<file path="config.mk">
export PLATFORM = sky130hd
export DESIGN_NAME = doorlock_supervisor
export DESIGN_NICKNAME = d
export VERILOG_FILES = /design/src/rtl/doorlock_supervisor_pkg.sv /design/src/rtl/doorlock_supervisor_btn_edge_det.sv /design/src/rtl/doorlock_supervisor.sv
export SDC_FILE = /design/constraint.sdc
export NUM_CORES = 1
export LEC_CHECK = 0
export ABC_AREA = 1
export CAP_MARGIN = 30
export CORE_ASPECT_RATIO = 1.75
export CORE_MARGIN = 2
export CORE_UTILIZATION = 55
export CTS_BUF_LIST = sky130_fd_sc_hd__clkbuf_8
export DETAILED_ROUTE_END_ITERATION = 12
export HOLD_SLACK_MARGIN = 0.1
export PLACE_DENSITY = 0.81
export SETUP_SLACK_MARGIN = 0.15
export SYNTH_ARGS = -nofsm -noshare
export SYNTH_HDL_FRONTEND = slang
export SYNTH_HIERARCHICAL = 1
export SYNTH_SLANG_ARGS = --single-unit
</file>
<file path="constraint.sdc">
create_clock -name clk -period 3.88 [get_ports clk]
set_clock_uncertainty 0.05 [all_clocks]
set_input_delay 0.388 -clock clk [delete_from_list [all_inputs] [get_ports clk]]
set_output_delay 0.388 -clock clk [all_outputs]
set_load 0.02 [all_outputs]
</file>
<file path="src/rtl/doorlock_supervisor_pkg.sv">
// Shared state encoding, digit width and helpers for the door-lock session controller.
package doorlock_supervisor_pkg;

    localparam int unsigned DigitW = 2;
    localparam int unsigned NumBtn = 3;

    typedef enum logic [2:0] {
        StIdle  = 3'd0,
        StEntry = 3'd1,
        StOk    = 3'd2,
        StFail  = 3'd3,
        StLock  = 3'd4,
        StProg  = 3'd5
    } state_t;

    function automatic int unsigned max3(input int unsigned a, input int unsigned b,
                                         input int unsigned c);
        int unsigned m;
        m = (a > b) ? a : b;
        return (m > c) ? m : c;
    endfunction

endpackage

</file>
<file path="src/rtl/doorlock_supervisor_btn_edge_det.sv">
// Two-flop synchroniser/edge detector: rise is high for one cycle after din is first sampled high.
module doorlock_supervisor_btn_edge_det (
    input  logic clk,
    input  logic n_rst,
    input  logic din,
    output logic level,
    output logic rise
);

    logic d1_q, d2_q;

    always_ff @(posedge clk or negedge n_rst) begin
        if (!n_rst) begin
            d1_q <= 1'b0;
            d2_q <= 1'b0;
        end else begin
            d1_q <= din;
            d2_q <= d1_q;
        end
    end

    assign level = d1_q;
    assign rise  = d1_q & ~d2_q;

endmodule

</file>
<file path="src/rtl/doorlock_supervisor.sv">
// Keypad door-lock session controller: digit entry, verdict display and failure lockout.
// Define DOORLOCK_PROG_EN to add a prog input and a reprogrammable code register.
module doorlock_supervisor
    import doorlock_supervisor_pkg::*;
#(
    parameter int unsigned                CODE_LEN = 3,
    parameter logic [DigitW*CODE_LEN-1:0] CODE     = 6'b01_00_10,
    parameter int unsigned                MAX_FAIL = 3,
    parameter int unsigned                SHOW_CYC = 4,
    parameter int unsigned                ENTRY_TO = 16,
    parameter int unsigned                LOCK_CYC = 32
) (
    input  logic                          clk,
    input  logic                          n_rst,
    input  logic                          start,
    input  logic                          bt_0,
    input  logic                          bt_1,
    input  logic                          bt_2,
`ifdef DOORLOCK_PROG_EN
    input  logic                          prog,
`endif
    output logic [CODE_LEN-1:0]           led_prog,
    output logic                          led_ok,
    output logic                          led_fail,
    output logic                          led_lock,
    output logic [$clog2(MAX_FAIL+1)-1:0] fail_cnt,
    output logic                          busy
);

    localparam int unsigned FailW    = $clog2(MAX_FAIL + 1);
    localparam int unsigned IdxW     = (CODE_LEN > 1) ? $clog2(CODE_LEN) : 1;
    localparam int unsigned TimerMax = max3(ENTRY_TO, SHOW_CYC, LOCK_CYC);
    localparam int unsigned TimerW   = (TimerMax > 1) ? $clog2(TimerMax) : 1;

    localparam logic [TimerW-1:0] EntryLoad = TimerW'(ENTRY_TO - 1);
    localparam logic [TimerW-1:0] ShowLoad  = TimerW'(SHOW_CYC - 1);
    localparam logic [TimerW-1:0] LockLoad  = TimerW'(LOCK_CYC - 1);
    localparam logic [IdxW-1:0]   LastIdx   = IdxW'(CODE_LEN - 1);
    localparam logic [FailW-1:0]  FailMax   = FailW'(MAX_FAIL);

    state_t                     state_q, state_d;
    logic [IdxW-1:0]            idx_q, idx_d;
    logic                       mis_q, mis_d;
    logic [CODE_LEN-1:0]        prog_q, prog_d;
    logic [TimerW-1:0]          timer_q, timer_d;
    logic [FailW-1:0]           fail_q, fail_d, fail_sat;
    logic [DigitW*CODE_LEN-1:0] code_cur;
`ifdef DOORLOCK_PROG_EN
    logic [DigitW*CODE_LEN-1:0] code_q, code_d, buf_q, buf_d;
    logic                       from_prog_q, from_prog_d;
`endif

    logic [NumBtn-1:0] bt, press, unused_bt_lvl;
    logic              start_lvl, start_rise;
    logic              digit_evt, multi, digit_mis;
    logic [DigitW-1:0] digit;

    assign bt = {bt_2, bt_1, bt_0};

    for (genvar i = 0; i < NumBtn; i++) begin : g_btn
        doorlock_supervisor_btn_edge_det u_btn_det (
            .clk   (clk),
            .n_rst (n_rst),
            .din   (bt[i]),
            .level (unused_bt_lvl[i]),
            .rise  (press[i])
        );
    end

    doorlock_supervisor_btn_edge_det u_start_det (
        .clk   (clk),
        .n_rst (n_rst),
        .din   (start),
        .level (start_lvl),
        .rise  (start_rise)
    );

`ifdef DOORLOCK_PROG_EN
    assign code_cur = code_q;
`else
    assign code_cur = CODE;
`endif

    // Simultaneous presses collapse into one digit that can never match.
    assign digit_evt = |press;
    assign multi     = (press[0] & press[1]) | (press[0] & press[2]) | (press[1] & press[2]);
    assign digit     = press[2] ? 2'd2 : (press[1] ? 2'd1 : 2'd0);
    assign digit_mis = multi | (digit != code_cur[32'(idx_q) * DigitW +: DigitW]);
    assign fail_sat  = (fail_q == FailMax) ? fail_q : fail_q + 1'b1;

    always_ff @(posedge clk or negedge n_rst) begin
        if (!n_rst) begin
            state_q     <= StIdle;
            idx_q       <= '0;
            mis_q       <= 1'b0;
            prog_q      <= '0;
            timer_q     <= '0;
            fail_q      <= '0;
`ifdef DOORLOCK_PROG_EN
            code_q      <= CODE;
            buf_q       <= '0;
            from_prog_q <= 1'b0;
`endif
        end else begin
            state_q     <= state_d;
            idx_q       <= idx_d;
            mis_q       <= mis_d;
            prog_q      <= prog_d;
            timer_q     <= timer_d;
            fail_q      <= fail_d;
`ifdef DOORLOCK_PROG_EN
            code_q      <= code_d;
            buf_q       <= buf_d;
            from_prog_q <= from_prog_d;
`endif
        end
    end

    always_comb begin
        state_d = state_q;
        idx_d   = idx_q;
        mis_d   = mis_q;
        prog_d  = prog_q;
        timer_d = timer_q;
        fail_d  = fail_q;
`ifdef DOORLOCK_PROG_EN
        code_d      = code_q;
        buf_d       = buf_q;
        from_prog_d = from_prog_q;
`endif
        unique case (state_q)
            StIdle: begin
                if (start_rise) begin
                    state_d = StEntry;
                    idx_d   = '0;
                    mis_d   = 1'b0;
                    prog_d  = '0;
                    timer_d = EntryLoad;
                end
            end
            StEntry: begin
                if (!start_lvl) begin
                    state_d = StIdle;
                    prog_d  = '0;
                end else if (digit_evt) begin
                    prog_d[idx_q] = 1'b1;
                    mis_d         = mis_q | digit_mis;
                    idx_d         = idx_q + 1'b1;
                    timer_d       = EntryLoad;
                    if (idx_q == LastIdx) begin
                        timer_d = ShowLoad;
                        if (mis_d) begin
                            state_d = StFail;
                            fail_d  = fail_sat;
                        end else begin
                            state_d = StOk;
                            fail_d  = '0;
                        end
                    end
                end else if (timer_q == '0) begin
                    state_d = StFail;
                    timer_d = ShowLoad;
                    fail_d  = fail_sat;
                end else begin
                    timer_d = timer_q - 1'b1;
                end
            end
            StOk: begin
                if (timer_q != '0) begin
                    timer_d = timer_q - 1'b1;
                end
`ifdef DOORLOCK_PROG_EN
                else if (prog && !from_prog_q) begin
                    state_d = StProg;
                    idx_d   = '0;
                    prog_d  = '0;
                    timer_d = EntryLoad;
                end
`endif
                else begin
                    state_d = StIdle;
                    prog_d  = '0;
`ifdef DOORLOCK_PROG_EN
                    from_prog_d = 1'b0;
`endif
                end
            end
            StFail: begin
                if (timer_q != '0) begin
                    timer_d = timer_q - 1'b1;
                end else if (fail_q == FailMax) begin
                    state_d = StLock;
                    timer_d = LockLoad;
                    prog_d  = '0;
                end else begin
                    state_d = StIdle;
                    prog_d  = '0;
                end
            end
            StLock: begin
                if (timer_q != '0) begin
                    timer_d = timer_q - 1'b1;
                end else begin
                    state_d = StIdle;
                    fail_d  = '0;
                end
            end
`ifdef DOORLOCK_PROG_EN
            StProg: begin
                if (!start_lvl) begin
                    state_d = StIdle;
                    prog_d  = '0;
                end else if (multi) begin
                    state_d = StFail;
                    timer_d = ShowLoad;
                end else if (digit_evt) begin
                    prog_d[idx_q]                           = 1'b1;
                    buf_d[32'(idx_q) * DigitW +: DigitW] = digit;
                    idx_d                                   = idx_q + 1'b1;
                    timer_d                                 = EntryLoad;
                    if (idx_q == LastIdx) begin
                        code_d      = buf_d;
                        from_prog_d = 1'b1;
                        state_d     = StOk;
                        timer_d     = ShowLoad;
                        fail_d      = '0;
                    end
                end else if (timer_q == '0) begin
                    state_d = StFail;
                    timer_d = ShowLoad;
                    fail_d  = fail_sat;
                end else begin
                    timer_d = timer_q - 1'b1;
                end
            end
`endif
            default: state_d = StIdle;
        endcase
    end

    always_comb begin
        led_prog = prog_q;
        led_ok   = (state_q == StOk);
        led_fail = (state_q == StFail);
        led_lock = (state_q == StLock);
        fail_cnt = fail_q;
        busy     = (state_q != StIdle);
    end

endmodule
</file>
==> flow_metrics.env <==
export IMPL_routed_wirelength_mm=3.06
export IMPL_clock_sinks=24
export IMPL_cts_tree="built"
export IMPL_grtUsageMet2_pct=44.1
export IMPL_power_density_mw_per_mm2=761
export IMPL_synthCells=192
export IMPL_cts_hold_buf=0
export IMPL_mostFrequentLayoutCell="nand2_1"
export IMPL_die_x_um=41.9
export IMPL_synth_seq_cells=24
export IMPL_cts_htree_levels=1
export IMPL_synth_fp_nets=202
export IMPL_p_sw_uw=577
export IMPL_die_area_sq_mm=0.00294
export IMPL_use_met3_pct=1.55
export IMPL_finalSetupTns_ns=0
export IMPL_p_leak_nw=0.886
export IMPL_drt_pass1_iter_count=4
export IMPL_finish_utilization_pct=66.7
export IMPL_final_net_count=222
export IMPL_place_gp_congestion=0.848
export IMPL_critPathKind="register to output pin"
export IMPL_crit_fanout=7
export IMPL_yosysWarnings=6
export IMPL_slew_violations=0
export IMPL_clk_pin_slew_ns=0.08
export IMPL_p_comb_share_pct=54.6
export IMPL_hold_viol_final=0
export IMPL_slew_headroom_pct=54.9
export IMPL_drtAntennaViolNets=0
export IMPL_internal_power_uw=657
export IMPL_drive_gt1_share_pct=9.95
export IMPL_synthDominantCellAreaShare_pct=43.6
export IMPL_swShare_pct=46.8
export IMPL_cp_start_kind="register"
export IMPL_synth_cell_type_count=20
export IMPL_hpwl_mm=2.40
export IMPL_die_h_um=70.2
export IMPL_crit_required_ns=3.44
export IMPL_grt_max_degree=14
export IMPL_setup_viol=0
export IMPL_syn_avg_cell_area_sq_um=7.18
export IMPL_num_vias=1247
export IMPL_status="finished clean"
export IMPL_vias_per_cell=5.26
export IMPL_cts_setup_buffers=0
export IMPL_clkPwrFrac_pct=14.0
export IMPL_cts_resized=0
export IMPL_cp_end_kind="output pin"
export IMPL_grt_usage_pct=23.0
export IMPL_fin_crit_sh_pct=54.5
export IMPL_area_delta_synth_final_pct=17.6
export IMPL_min_period_ns=2.11
export IMPL_total_power_mw=1.23
export IMPL_drc=0
export IMPL_grt_pass1_vias=1257
export IMPL_ir_drop_uv=373
export IMPL_pwr_share_seq_pct=31.3
export IMPL_clk_latency_ns=0.27
export IMPL_ys_seq_area_share_pct=43.6
export IMPL_crit_slowest_cell="clkdlybuf4s50_1"
export IMPL_grt_ovfl_total=0
export IMPL_drtIter0Drc=23
export IMPL_layout_common_cells="nand2_1, inv_1, dfrtp_1"
export IMPL_hold_class="register to register"
export IMPL_io_buffers=14
export IMPL_cts_made_buffers=3
export IMPL_synth_area_leaders="dfrtp_1, nand2_1, inv_1"
export IMPL_io_pin_count=15
export IMPL_maxCapViolations=0
export IMPL_antenna_found_initial=0
export IMPL_antenna_cells=0
export IMPL_syn_cell_area_sq_mm=0.00138
export IMPL_grt_pass1_wl_mm=5.24
export IMPL_routedWlPerCell_um=12.9
export IMPL_rsz0062_at_grt="no"
export IMPL_initial_core_util_pct=56.7
export IMPL_tightest_slew_ns=0.674
export IMPL_synth_area_leader_cell="dfrtp_1"
export IMPL_core_sq_mm=0.00243
export IMPL_cp_data_arrival_time_ns=1.68
export IMPL_row_count=24
export IMPL_critPathMaxStageDelay_ns=0.59
export IMPL_clockRootBuffer="clkbuf_8"
export IMPL_cts_max_path_buffers=2
export IMPL_timing_fmax_ghz=0.473
export IMPL_met1_usage_pct=24.2
export IMPL_crit_path_cell_trace="nor2_2 -> nand2_2 -> inv_1 -> clkdlybuf4s50_1"
export IMPL_busiest_layer="met2"
==> routing by layer <==
layer  wire, um  up-vias  share of wire, %
li1           -      631                 -
met1       1180      586                39
met2       1730       22                57
met3         63        8               2.1
met4         78        0               2.6
met5          0        -                 0
==> kinds of logic (layout without fill, tap and decap cells) <==
family          Yosys count  in the layout  synth area share (%)
simple gates            111            111                  35.8
buf+inv                  33             52                  8.98
flops                    24             24                  43.6
compound gates           19             19                  7.44
fa+ha+maj                 4              4                  3.63
xor+xnor                  1              1                 0.635
==> area by class of cell <==
type / instances / area (sq um)
Fill cell: 201 / 811
Multi-Input combinational cell: 135 / 654
Sequential cell: 24 / 601
Timing Repair Buffer: 15 / 155
Inverter: 33 / 124
Clock buffer: 4 / 55.1
Tap cell: 26 / 32.5
==> through the flow <==
step                      hold WS [ns]  std cells  cell area (sq um)  setup slack [ns]
after floorplan                 0.0424        192               1380              2.39
after global placement           0.308        232               1550              2.11
after detailed placement         0.315        233               1570              2.07
after CTS                        0.335        237               1620              1.76
after global routing             0.341        237               1620              1.69
final                            0.339        237               1620              1.77
==> final timing paths <==
kind	to	startpoint	slack (ns)	cells past startpoint
setup / recovery	led_lock	state_q[0]	1.77	4
hold / removal	g_btn[0].u_btn_det/d2_q	g_btn[0].u_btn_det/level	0.34	0
setup reg to reg	fail_cnt[1]	timer_q[0]	2.14	9
hold reg to reg	g_btn[0].u_btn_det/d2_q	g_btn[0].u_btn_det/level	0.34	0
max in group asynchronous	idx_q[0]	n_rst	2.79	2
min in group asynchronous	timer_q[1]	n_rst	0.47	1
==> flip-flops by register name, indices dropped and copies added (netlist names) <==
| name | flops |
|---|---|
| mis_q | 1 |
| u_start_det/level | 1 |
| g_btn.u_btn_det/d2_q | 3 |
| state_q | 3 |
| idx_q | 2 |
| timer_q | 5 |
| g_btn.u_btn_det/level | 3 |
| fail_cnt | 2 |
| u_start_det/d2_q | 1 |
| led_prog | 3 |
==> synth_stat cells <==
master    count
nor2_2        7
nand3_1      12
nor2_4        1
ha_1          4
nand2_2       3
o211ai_1      3
o21ai_1       1
or2_2         1
xor2_1        1
dfrtp_1      24
nand3b_1      2
inv_1        31
nand3_2       1
nand3b_2      1
inv_2         2
o21ai_0      11
nor2_1       12
a21oi_1       4
nand2_1      69
nand4_1       2
==> critical path, delay by kind of cell (launching register included) <==
kind / cells / cell delay [ns]
AND/OR/NAND/NOR: 2 / 0.29
buffers and inverters: 2 / 0.66
flip-flops: 1 / 0.45
==> power groups by stage <==
| stage | Clock [mW] | Sequential (mW) | Combinational (mW) |
|---|---|---|---|
| 2_1_floorplan | 0 | 0.400 | 0.457 |
| 3_3_place_gp | 0 | 0.386 | 0.644 |
| 3_5_place_dp | 0 | 0.393 | 0.670 |
| 4_1_cts | 0.176 | 0.388 | 0.675 |
| 5_1_grt | 0.185 | 0.398 | 0.756 |
| 6_report | 0.173 | 0.387 | 0.674 |
(Power assumes the default switching activity.)
